[config.mk]
export PLATFORM = sky130hd
export DESIGN_NAME = ifu_npc
export DESIGN_NICKNAME = d
export VERILOG_FILES = /design/src/rtl/ifu_npc_pkg.sv /design/src/rtl/ifu_npc_calc.sv /design/src/rtl/ifu_npc.sv
export SDC_FILE = /design/constraint.sdc
export NUM_CORES = 1
export LEC_CHECK = 0
export CAP_MARGIN = 30
export CORE_UTILIZATION = 41
export CTS_CLUSTER_DIAMETER = 60
export CTS_CLUSTER_SIZE = 40
export DETAILED_ROUTE_END_ITERATION = 8
export GPL_TIMING_DRIVEN = 0
export PLACE_DENSITY = 0.69
export SLEW_MARGIN = 25
export SYNTH_ARGS = -nofsm -noshare
export SYNTH_HDL_FRONTEND = slang
export SYNTH_HIERARCHICAL = 1
export SYNTH_SLANG_ARGS = --single-unit
export TNS_END_PERCENT = 50
[constraint.sdc]
create_clock -name clk -period 4.95 [get_ports clk]
set_clock_uncertainty 0.15 [all_clocks]
set_input_delay 0.99 -clock clk [delete_from_list [all_inputs] [get_ports clk]]
set_output_delay 0.99 -clock clk [all_outputs]
set_load 0.1 [all_outputs]
[src/rtl/ifu_npc_pkg.sv]
// npc_pkg: next-PC op encodings and reset constants shared by the fetch unit.
package npc_pkg;

    typedef enum logic [1:0] {
        NPC_SEQ = 2'b00,
        NPC_BR  = 2'b01,
        NPC_J   = 2'b10,
        NPC_JR  = 2'b11
    } npc_op_e;

    localparam logic [31:0] PC_RESET_DEF  = 32'h0000_3000;
    localparam logic [31:0] NOP_INSTR_DEF = 32'h0000_0000;

endpackage

[src/rtl/ifu_npc_calc.sv]
// npc_calc: combinational redirect target and taken decision for the
// control instruction currently held in D.
import npc_pkg::*;

module npc_calc (
    input  logic [31:0] pc_d,
    input  logic [31:0] instr_d,
    input  logic [31:0] rs,
    input  logic [1:0]  op,
    input  logic        zero,
    input  logic        br_ne,
    output logic [31:0] target,
    output logic        taken
);

    logic [31:0] pc4_d;
    logic [31:0] br_tgt;
    logic [31:0] j_tgt;
    logic        unused_opcode;

    assign pc4_d         = pc_d + 32'd4;
    assign br_tgt        = pc4_d + {{14{instr_d[15]}}, instr_d[15:0], 2'b00};
    assign j_tgt         = {pc4_d[31:28], instr_d[25:0], 2'b00};
    assign unused_opcode = ^instr_d[31:26];

    // Select target and taken by op; jr target is passed through unmasked.
    always_comb begin
        target = pc4_d;
        taken  = 1'b0;
        case (npc_op_e'(op))
            NPC_BR: begin
                target = br_tgt;
                taken  = zero ^ br_ne;
            end
            NPC_J: begin
                target = j_tgt;
                taken  = 1'b1;
            end
            NPC_JR: begin
                target = rs;
                taken  = 1'b1;
            end
            default: begin
                target = pc4_d;
                taken  = 1'b0;
            end
        endcase
    end

endmodule

[src/rtl/ifu_npc.sv]
// ifu_npc: F-stage PC and IF/ID pipeline register with D-stage redirect,
// single delay slot. Optional macro BRANCH_LIKELY_EN adds likely_i, which
// nullifies the delay slot of an untaken branch-likely.
import npc_pkg::*;

module ifu_npc #(
    parameter logic [31:0] PC_RESET  = PC_RESET_DEF,
    parameter logic [31:0] NOP_INSTR = NOP_INSTR_DEF
) (
    input  logic        clk,
    input  logic        reset,
    input  logic        stall_i,
    input  logic [31:0] instr_f_i,
    input  logic [1:0]  npc_op_i,
    input  logic        zero_i,
    input  logic        br_ne_i,
    input  logic [31:0] rs_d_i,
`ifdef BRANCH_LIKELY_EN
    input  logic        likely_i,
`endif
    output logic [31:0] pc_f_o,
    output logic [31:0] instr_d_o,
    output logic [31:0] pc_d_o,
    output logic [31:0] pc8_d_o,
    output logic        redirect_o
);

    logic [31:0] pc_f_q;
    logic [31:0] instr_d_q;
    logic [31:0] pc_d_q;
    logic [31:0] target;
    logic        taken;
    logic        nullify;

    npc_calc u_calc (
        .pc_d    (pc_d_q),
        .instr_d (instr_d_q),
        .rs      (rs_d_i),
        .op      (npc_op_i),
        .zero    (zero_i),
        .br_ne   (br_ne_i),
        .target  (target),
        .taken   (taken)
    );

    assign redirect_o = taken & ~stall_i;

`ifdef BRANCH_LIKELY_EN
    // Untaken branch-likely squashes the slot; the PC still advances by 4.
    assign nullify = (npc_op_i == NPC_BR) & likely_i & ~taken & ~stall_i;
`else
    assign nullify = 1'b0;
`endif

    // PC and IF/ID update: reset beats stall, stall beats redirect.
    always_ff @(posedge clk) begin
        if (reset) begin
            pc_f_q    <= PC_RESET;
            instr_d_q <= NOP_INSTR;
            pc_d_q    <= PC_RESET;
        end else if (!stall_i) begin
            pc_f_q    <= redirect_o ? target : (pc_f_q + 32'd4);
            instr_d_q <= nullify ? NOP_INSTR : instr_f_i;
            pc_d_q    <= pc_f_q;
        end
    end

    assign pc_f_o    = pc_f_q;
    assign instr_d_o = instr_d_q;
    assign pc_d_o    = pc_d_q;
    assign pc8_d_o   = pc_d_q + 32'd8;

endmodule

==> results.md, run 1 <==
- Final period utilization: a little over nine tenths
- Worst hold path depth: 2
- Area contributors post-synth: dfxtp_1 (25%), mux2i_1 (8.7%), mux4_2 (7.6%)
- YS warnings: 6
- Slew headroom: 30.3%
- Final worst slack: approximately 220 ps
- Layout area overhead: 34.1%
- Pins Over Slew Limit: 0
- Final Instance Area: roughly 10,000 sq um
- Most common cell after layout, fill and taps aside: clkdlybuf4s50_1
- Diodes inserted: 0
- Worst-path clk slew: about 70 ps
- #FFs+latches synth: 96
- FF-to-FF setup slack: about 240 ps
- Fraction of layout cells with a size suffix above 1: 9.22%
- Crit Path Max Fanout: 10
- WP data arrival: 3590 ps
- Synth async-reset ratio: 0%
- Maxcap violations: 0
- # IOs: 200
- GRT overflow: 0
- Total iterations of the first detailed-routing run: 7
- Final-layout fill cell count: around 1.7k
- Mapped Nets: just under 1k
- Via count of the first global-routing pass: 7,231
- Final WL: around 28,000 um
- Worst Setup End Kind: output port
- GPL Wtd Cong: between 0.9 and 1
- Hold Path Sink: pc_f_o[1]$_SDFFE_PP0P_
- Layout Nets: about 1.2k
- Status: finished with violations
- Cell Rows: slightly below 50
- Initial Utilization: ~42%
- Synth unique cells: 83
- Kind of critical path: in2out
- Wire per inst: ~21 um
- Post-route ant nets: 0
- Static leakage: 4.25 nW
- Core Util, Final: a little under three fifths
- Total die area: roughly 19,000 sq um
- Mapped cell area: 7680 sq um
- # DRC: 5
- Global-route wire length before repair: roughly 42,000 um
- Core Area: around 18,000 sq um
- Min-delay worst type: reg2reg
- Clock Sink Count: 96
- Most frequent cells in the layout: clkdlybuf4s50_1 (195), nor2_1 (119), dfxtp_1 (90)
- Count of hold-fix buffers inserted at cts: 0
- CTS tree: built
- Clk Tree Root Cell: clkbuf_16
- Worst R2R Path Depth: 18
- HP Start: pc_f_o[1]$_SDFFE_PP0P_
- Clock latency on the worst-skew pair: approximately 360 ps
- Seq/Total Area, Yosys: 25.0%
- Final Setup Violations: 0
- Gate Count Post-Synth: around 880
- EDFF count, synth: 0
- Mean Syn Cell Area: around 8.7 sq um
- Bufs on Longest Clock Path: 2
- Pin count of the biggest net entering global routing: 21
- Initial antenna violation count: 0
- CP required: between 3000 and 4000 ps
- Worst r2r src: pc_d_o[5]$_SDFFE_PP0N_
- Post-synth top area share: 25.0%
- CTS Buf Count: 9
- Die Height: 139 um
- Initial DRC Count: a little under 1k
- Power Density: 249 nW/um^2
- Die X: between 100 and 150 um
- Total power: approximately 2.6 mW
- Detailed-route vias per instance: about 6
- H-tree depth: 3
- Worst VDD drop: about 0.00017 V
- Max frequency: between 0.2 and 0.25 GHz
- RSZ-0062 raised after global routing: yes
- Hpwl dp: ~21,000 um
- Crit start category: input pin
- DR vias: roughly 7.9k
- Failing checks: DRC
- R2R Path End: pc_f_o[31]$_SDFFE_PP0N_
- Largest area contributor in the netlist: dfxtp_1
- Period minus WS final: 4730 ps
- Pre-CTS setup slack: -1030 ps
- Post-DP Area: between 9000 and 10,000 sq um
- Dominant synthesized flop cell: dfxtp_1
- All-layer global routing usage: about 28%
- Slew @ Worst Pin: about 1000 ps
- Fin. Hold Viols: 0
- I/O Buffers: a little under 200
==> worst max-delay path by stage <==
| stage | start | end | cells after the start |
|---|---|---|---|
| after CTS | npc_op_i[1] | redirect_o | 10 |
| after global placement | npc_op_i[1] | redirect_o | 10 |
| after floorplan | pc_d_o[4]$_SDFFE_PP0N_ | pc_f_o[31]$_SDFFE_PP0N_ | 19 |
| after detailed placement | npc_op_i[1] | redirect_o | 10 |
| after global routing | pc_d_o[5]$_SDFFE_PP0N_ | pc_f_o[31]$_SDFFE_PP0N_ | 18 |
| final | npc_op_i[1] | redirect_o | 10 |
==> metal layers <==
metal | up-vias | track usage (%) | wire (um)
li1 | 3681 | - | -
met1 | 3834 | 39.4 | 12300
met2 | 381 | 44.3 | 12400
met3 | 43 | 3.52 | 2170
met4 | 0 | 10.5 | 747
met5 | - | 0 | 0
==> Yosys cell counts (4+ instances only) <==
master and count:
o21ai_0 24, a311oi_1 10, a21oi_1 31, dfxtp_1 96
nand4_1 19, mux2i_1 67, ha_1 36, a31oi_1 8
buf_2 11, nand3_1 43, a21o_1 14, and4_1 10
a22oi_1 9, and3_1 17, mux4_2 26, xnor2_1 56
buf_4 4, nand2_1 67, nor3_1 10, o21a_1 8
nor2_1 120, o211ai_1 8, nor4_1 4, xor2_1 28
nand2b_1 5, o2bb2ai_1 4, a211oi_1 8, o22ai_1 5
inv_1 22, buf_1 5, clkbuf_1 23
==> sequential cells by signal, summed over array words and instances (netlist names) <==
| signal | count |
|---|---|
| pc_f_o | 32 |
| instr_d_o | 32 |
| pc_d_o | 32 |
==> final cells by class <==
cell class	instances	area, sq um	share of cell area, %
Clock inverter	5	86.3	0.838
Buffer	50	269	2.61
Timing Repair Buffer	197	1970	19.1
Clock buffer	11	243	2.36
Sequential cell	96	1930	18.7
Multi-Input combinational cell	713	5420	52.7
Tap cell	229	287	2.78
Inverter	24	90.1	0.875
==> what timing repair did <==
item / 4_1_cts / 5_1_grt
pin swaps: 0 / 1
endpoints found under the setup margin: 1 / 5
gates resized for setup: 7 / 10
buffers inserted: 0 / 0
==> metrics by stage <==
stage	instances	hold slack, ps	setup TNS [ps]
after floorplan	883	647	0
after global placement	1309	318	-1050
final	1325	324	0
after CTS	1325	326	0
after detailed placement	1309	314	-1030
after global routing	1325	361	-31.1
==> critical path: stages <==
cell	delay, ps
clkdlybuf4s50_1	620
inv_1	150
clkbuf_8	200
clkbuf_8	180
o21ai_0	120
clkbuf_2	270
nand2b_1	140
clkinv_1	190
clkbuf_2	340
buf_4	360
==> power by group <==
group | switching, mW | internal (mW) | total [mW] | leakage (nW)
Sequential | 0.0776 | 0.813 | 0.890 | 0.788
Combinational | 0.593 | 0.278 | 0.871 | 3.30
Clock | 0.344 | 0.463 | 0.807 | 0.161
==> logic make-up after synthesis <==
logic type | after synthesis | share of synthesized area (%)
flip-flops | 96 | 25.0
AND/OR/NAND/NOR | 323 | 21.6
adder cells (fa/ha/maj) | 37 | 6.13
AO/OA/AOI/OAI | 176 | 16.7
buffers and inverters | 74 | 4.64
XOR/XNOR | 84 | 9.58
multiplexers | 93 | 16.4
No activity file was read; power rests on OpenSTA's default activity.
==> run 2: changes to the inputs <==
CTS_CLUSTER_SIZE = 10   (was 40)
clock period = 6.1 ns   (was 4.95 ns; I/O delays follow)
==> run 2 against run 1 <==
Effect of this change: the flow still finishes with violations (DRC); hold slack improved by 20 ps; final cell count unchanged; largest cell class unchanged; critical endpoint unchanged; clock power is 18% lower.
==> results.md, run 2 (synthesis gave the netlist of run 1 again) <==
- GRT overflow: 0 (unchanged)
- Period minus WS final: between 5000 and 6000 ps
- Critical-path cell list: clkdlybuf4s50_1 > inv_1 > clkbuf_8 > clkbuf_8 > o21ai_0 > clkbuf_1 > nand2b_1 > clkinv_1 > clkbuf_1 > clkdlybuf4s15_2
- # resized after CTS: 3 (-4)
- Diodes inserted: 0 (unchanged)
- Wire per inst: 20.9 um (+0.22%)
- Final worst slack: 170 ps (-52.6 ps)
- Crit Path Max Fanout: 10 (unchanged)
- All-layer global routing usage: 28.5% (+0.32 points)
- CP max stage cell: clkdlybuf4s15_2
- Final Setup Violations: 0 (unchanged)
- Post-CTS setup buffer count: 0 (unchanged)
- Cell Rows: 49 (unchanged)
- Layout area overhead: 33.8%
- Worst-path clk slew: 80 ps (about the same)
- DR vias: 7,908 (-0.39%)
- Fin. Hold Viols: 0 (unchanged)
- Max incr delay on CP: 660 ps (+40 ps)
- I/O Buffers: 197 (unchanged)
- Initial DRC Count: 673 (-32%)
- Worst VDD drop: 0.000138 V (-19%)
- Post-DP Area: 9940 sq um (about the same)
- Clk Tree Root Cell: clkbuf_16
- Delay-heaviest family, CP: buffers and inverters
- Die Height: 139 um (unchanged)
- # IOs: 200 (unchanged)
- Max frequency: approximately 0.17 GHz
- Min-delay worst type: reg2reg
- Worst hold path depth: 2 (unchanged)
- Total power: 2.09 mW (-19%)
- Most frequent cells in the layout: clkdlybuf4s50_1 (196), nor2_1 (120), dfxtp_1 (96)
- Pins Over Slew Limit: 0 (unchanged)
- Layout Nets: 1,199 (unchanged)
- Die X: 139 um (unchanged)
- Global-route wire length before repair: 42,600 um (+0.87%)
- Maxcap violations: 0 (unchanged)
- RSZ-0062 raised after global routing: no
- Initial antenna violation count: 0 (unchanged)
- Final Instance Area: 10,300 sq um (-0.23%)
- Clock Sink Count: 96 (unchanged)
- # DRC: 7 (+2)
- Hpwl dp: 21,500 um (+1.2%)
- Detailed-route vias per instance: 5.97 (-0.39%)
- Total die area: 19,300 sq um (unchanged)
- Worst Setup End Kind: output port
- Slew headroom: 30.5% (+0.21 points)
- Via count of the first global-routing pass: 7,368 (+1.9%)
- Count of hold-fix buffers inserted at cts: 0 (unchanged)
- Final WL: 27,600 um (+0.22%)
- Total iterations of the first detailed-routing run: 9 (+2)
- Slew @ Worst Pin: 1040 ps (-3.13 ps)
- Pin count of the biggest net entering global routing: 21 (unchanged)
- Fraction of layout cells with a size suffix above 1: 8.30% (-0.91 points)
- CTS tree: built
- Pre-CTS setup slack: -355 ps (+680 ps)
- Power Density: 203 nW/um^2 (-18%)
- GPL Wtd Cong: 0.927 (+0.37%)
- CP Depth: 10 (unchanged)
- Core Area: 18,100 sq um (unchanged)
- H-tree depth: 3 (unchanged)
- Most common cell after layout, fill and taps aside: clkdlybuf4s50_1
- WP data arrival: 4560 ps (+970 ps)
- Static leakage: 4.20 nW (-1.2%)
- Final period utilization: between 90% and 100%
- Status: finished with violations
- Worst R2R Path Depth: 19 (+1)
- Bufs on Longest Clock Path: 2 (unchanged)
- Kind of critical path: in2out
- CP bufs+invs: 8 (unchanged)
- Clock latency on the worst-skew pair: 360 ps (about the same)
- Post-route ant nets: 0 (unchanged)
- Crit start category: input pin
- Fin Hold WS: 344 ps (+19.9 ps)
- Failing checks: DRC
- Initial Utilization: 42.3% (unchanged)
- CTS Buf Count: 9 (unchanged)
- CP required: 4730 ps (+920 ps)
## run 2: cell type report
cell class	count	area, sq um
Fill cell	1680	7870
Clock inverter	7	113
Multi-Input combinational cell	713	5400
Sequential cell	96	1920
Clock buffer	9	225
Tap cell	229	287
Timing Repair Buffer	197	1970
Buffer	50	267
Inverter	24	90.1
## run 2: where the power goes
part / switching (mW) / internal (mW) / total [mW]
clock: 0.289 / 0.369 / 0.659
combinational: 0.484 / 0.225 / 0.709
sequential: 0.0620 / 0.659 / 0.721
## run 2: final timing paths
path                                        startpoint                 endpoint  slack [ps]
worst min-delay path            pc_f_o[0]$_SDFFE_PP0P_   pc_f_o[0]$_SDFFE_PP0P_         340
worst max-delay path                       npc_op_i[1]               redirect_o         170
worst min register to register  pc_f_o[0]$_SDFFE_PP0P_   pc_f_o[0]$_SDFFE_PP0P_         340
worst max register to register  pc_d_o[7]$_SDFFE_PP0N_  pc_f_o[31]$_SDFFE_PP0N_        1200
## run 2: metal layers
layer | vias to the layer above | GRT usage, % | share of wire [%] | wire, um
li1 | 3694 | - | - | -
met1 | 3813 | 38.8 | 44 | 12200
met2 | 349 | 45.3 | 46 | 12600
met3 | 52 | 5.04 | 7.4 | 2050
met4 | 0 | 9.82 | 2.7 | 752
met5 | - | 0 | 0 | 0
## run 2: metrics by stage
step           cells  util [%]  TNS, ps
2_1_floorplan    883         -        0
3_3_place_gp    1309      54.8     -381
3_5_place_dp    1309      54.8     -355
4_1_cts         1325      56.6        0
5_1_grt         1325      56.6        0
6_report        1325      56.6        0
## run 2: tightest hold or removal path, stage by stage (launching register included)
cell	delay [ps]
dfxtp_1	330
nand2_1	60
a21oi_1	60
==> run 3: changes to the inputs <==
DONT_BUFFER_PORTS = 1   (was not set)
HOLD_SLACK_MARGIN = 0.02   (was not set)
PLACE_DENSITY = 0.55   (was 0.69)
==> run 3 against run 2 <==
Effect of this change: the flow still finishes with violations (DRC); sequential share of layout area grew 1.7 points; critical path depth grew 9; count of clock-buffer cells in the layout grew 1; non-clock buffer count shrank 125; die area is the same; final area shrank 4.8%; first-iteration DRC count grew 14%; global-route usage grew 0.51 points; final cell count shrank 9.3%; wire length grew 2.6%; total power shrank 6.1%; register-to-register slack lost 390 ps.
==> results.md, run 3 (synthesis gave the netlist of run 1 again) <==
- Post-route ant nets: 0 (unchanged)
- Pin count of the biggest net entering global routing: 16 (-24%)
- Max incr delay on CP: 770 ps (+110 ps)
- Crit Path Max Fanout: 9 (-1)
- Hpwl dp: 21,800 um (+1.3%)
- Count of hold-fix buffers inserted at cts: 0 (unchanged)
- Final worst slack: 809 ps (+640 ps)
- # resized after CTS: 0 (-3)
- Net switching power figure: 822 uW (-1.5%)
- Global-route wire length before repair: 42,700 um (+0.34%)
- Combinational share of power: 26.1% (-7.8 points)
- Die Height: 139 um (unchanged)
- GPL Wtd Cong: 0.894 (-3.6%)
- Period minus WS final: 5290 ps (-640 ps)
- All-layer global routing usage: 29.0% (+0.51 points)
- Hold Path Sink: pc_d_o[1]$_SDFFE_PP0N_
- Total die area: 19,300 sq um (unchanged)
- Post-CTS setup buffer count: 0 (unchanged)
- Status: finished with violations
- Flop pwr share: 46.0% (+12 points)
- Detailed-route vias per instance: 6.24 (+4.6%)
- Fin Hold WS: 426 ps (+82.2 ps)
- Via count of the first global-routing pass: 7,137 (-3.1%)
- Final WL: 28,400 um (+2.6%)
- Critical-path cell list: ha_1 > nand2_1 > or3_4 > nor2_4 > nand4_1 > xnor2_1 > ha_1 > clkdlybuf4s15_1 > a21oi_1 > o21ai_0 > a21oi_1 > o21a_1 > o21a_1 > o211ai_1 > mux2i_1 > nor2_1 > mux2i_1 > a211oi_1 > a311o_1
- Layout Nets: 1,074 (-10%)
- Total iterations of the first detailed-routing run: 7 (-2)
- DR vias: 7,503 (-5.1%)
- FF-to-FF setup slack: 810 ps (-390 ps)
- Final period utilization: 86.7% (-10 points)
- Power Density: 201 nW/um^2 (-1.3%)
- Most common cell after layout, fill and taps aside: nor2_1
- Initial DRC Count: 770 (+14%)
- WP data arrival: 5440 ps (+880 ps)
- HP Start: pc_d_o[1]$_SDFFE_PP0N_
- Worst hold path depth: 2 (unchanged)
- Worst-path clk slew: 70 ps (about the same)
- Final-layout fill cell count: 1,636 (-2.6%)
- Worst Setup End Kind: register
- Final Setup Violations: 0 (unchanged)
- Worst R2R Path Depth: 19 (unchanged)
- # DRC: 20 (+13)
- Clk Tree Root Cell: clkbuf_16
- Setup TNS: 0 ps (unchanged)
- RSZ-0062 raised after global routing: no
- Slew headroom: 31.8% (+1.4 points)
- Switching share of total power: 41.9% (+2.0 points)
- Die X: 139 um (unchanged)
- GRT overflow: 0 (unchanged)
- Fin. Hold Viols: 0 (unchanged)
- Initial antenna violation count: 5 (+5)
- Wire per inst: 23.6 um (+13%)
- Cell Rows: 49 (unchanged)
- H-tree depth: 3 (unchanged)
- Most frequent cells in the layout: nor2_1 (120), nand2_1 (67), mux2i_1 (67)
- Clock Sink Count: 96 (unchanged)
- Core Area: 18,100 sq um (unchanged)
- Bufs on Longest Clock Path: 2 (unchanged)
- Crit start category: register
- Initial Utilization: 42.3% (unchanged)
- Layout area overhead: 27.3%
- Pre-CTS setup slack: 1020 ps (+1380 ps)
- Worst VDD drop: 0.000156 V (+13%)
- I/O Buffers: 0 (-100%)
- Worst r2r src: pc_d_o[3]$_SDFFE_PP0N_
- Slew @ Worst Pin: 1020 ps (-18.7 ps)
- Placed cell count: 1,172 (-10%)
- Failing checks: DRC
- Max frequency: 0.189 GHz (+12%)
- Fraction of layout cells with a size suffix above 1: 23.1% (+15 points)
- CTS tree: built
- CTS Buf Count: 9 (unchanged)
- Non-filler instance count after layout: 1,202 (-9.3%)
- CP max stage cell: dfxtp_2
- Pins Over Slew Limit: 0 (unchanged)
- Min-delay worst type: reg2reg
- Static leakage: 4.19 nW (-0.15%)
- Maxcap violations: 0 (unchanged)
- Clock share of power: 27.9% (-3.6 points)
- Clock latency on the worst-skew pair: 360 ps (about the same)
- Kind of critical path: reg2reg
- # IOs: 200 (unchanged)
- CP required: 6250 ps (+1520 ps)
- R2R Path End: pc_f_o[31]$_SDFFE_PP0N_
- Internal power: 1.14 mW (-9.2%)
## run 3: final cells by class
type                       count  area (sq um)  area share, %
timing repair buffer          72          1210           12.4
clock buffer                  10           229           2.34
tap                          229           287           2.93
buffer                        50           268           2.74
multi-input combinational    713          5660           57.9
clock inverter                 5          33.8          0.346
antenna                        3          7.51         0.0768
sequential                    96          1990           20.4
inverter                      24          90.1          0.921
## run 3: worst max-delay path by stage
stage	cells after the start	slack [ps]	from	end
after global placement	4	430	pc_d_o[7]$_SDFFE_PP0N_	pc8_d_o[16]
after CTS	18	950	pc_d_o[6]$_SDFFE_PP0N_	pc_f_o[31]$_SDFFE_PP0N_
after detailed placement	18	1020	pc_d_o[6]$_SDFFE_PP0N_	pc_f_o[31]$_SDFFE_PP0N_
after global routing	18	550	pc_d_o[6]$_SDFFE_PP0N_	pc_f_o[31]$_SDFFE_PP0N_
final	19	810	pc_d_o[3]$_SDFFE_PP0N_	pc_f_o[31]$_SDFFE_PP0N_
after floorplan	4	960	pc_d_o[6]$_SDFFE_PP0N_	pc8_d_o[16]
## run 3: power groups by stage
stage	combinational, mW	clock [mW]	sequential [mW]
finish	0.512	0.546	0.902
global route	0.540	0.579	0.907
CTS	0.480	0.555	0.915
detailed placement	0.478	0	0.929
global placement	0.344	0	0.976
floorplan	0.277	0	0.948
## run 3: routing by layer
layer | vias up | part of all wire [%] | global-route usage (%)
met5 | - | 0.039 | 0
met4 | 2 | 3.0 | 11.2
met3 | 48 | 8.8 | 5.15
met2 | 365 | 46 | 45.5
met1 | 3660 | 42 | 39.6
li1 | 3428 | - | -
## run 3: per-stage QoR
step	cell area, sq um	util, %	power (mW)
detailed placement	9320	51.4	1.41
global route	9770	53.8	2.03
CTS	9580	52.8	1.95
global placement	7960	43.9	1.32
floorplan	7680	-	1.23
finish	9780	53.9	1.96
## run 3: worst max-delay path: cells and delay by family, from the launching register on
family / cells / cell delay, ps
AO/OA/AOI/OAI: 8 / 1490
XOR/XNOR: 1 / 350
adder cells (fa/ha/maj): 2 / 670
buffers and inverters: 1 / 310
flip-flops: 1 / 770
multiplexers: 2 / 290
AND/OR/NAND/NOR: 5 / 1180
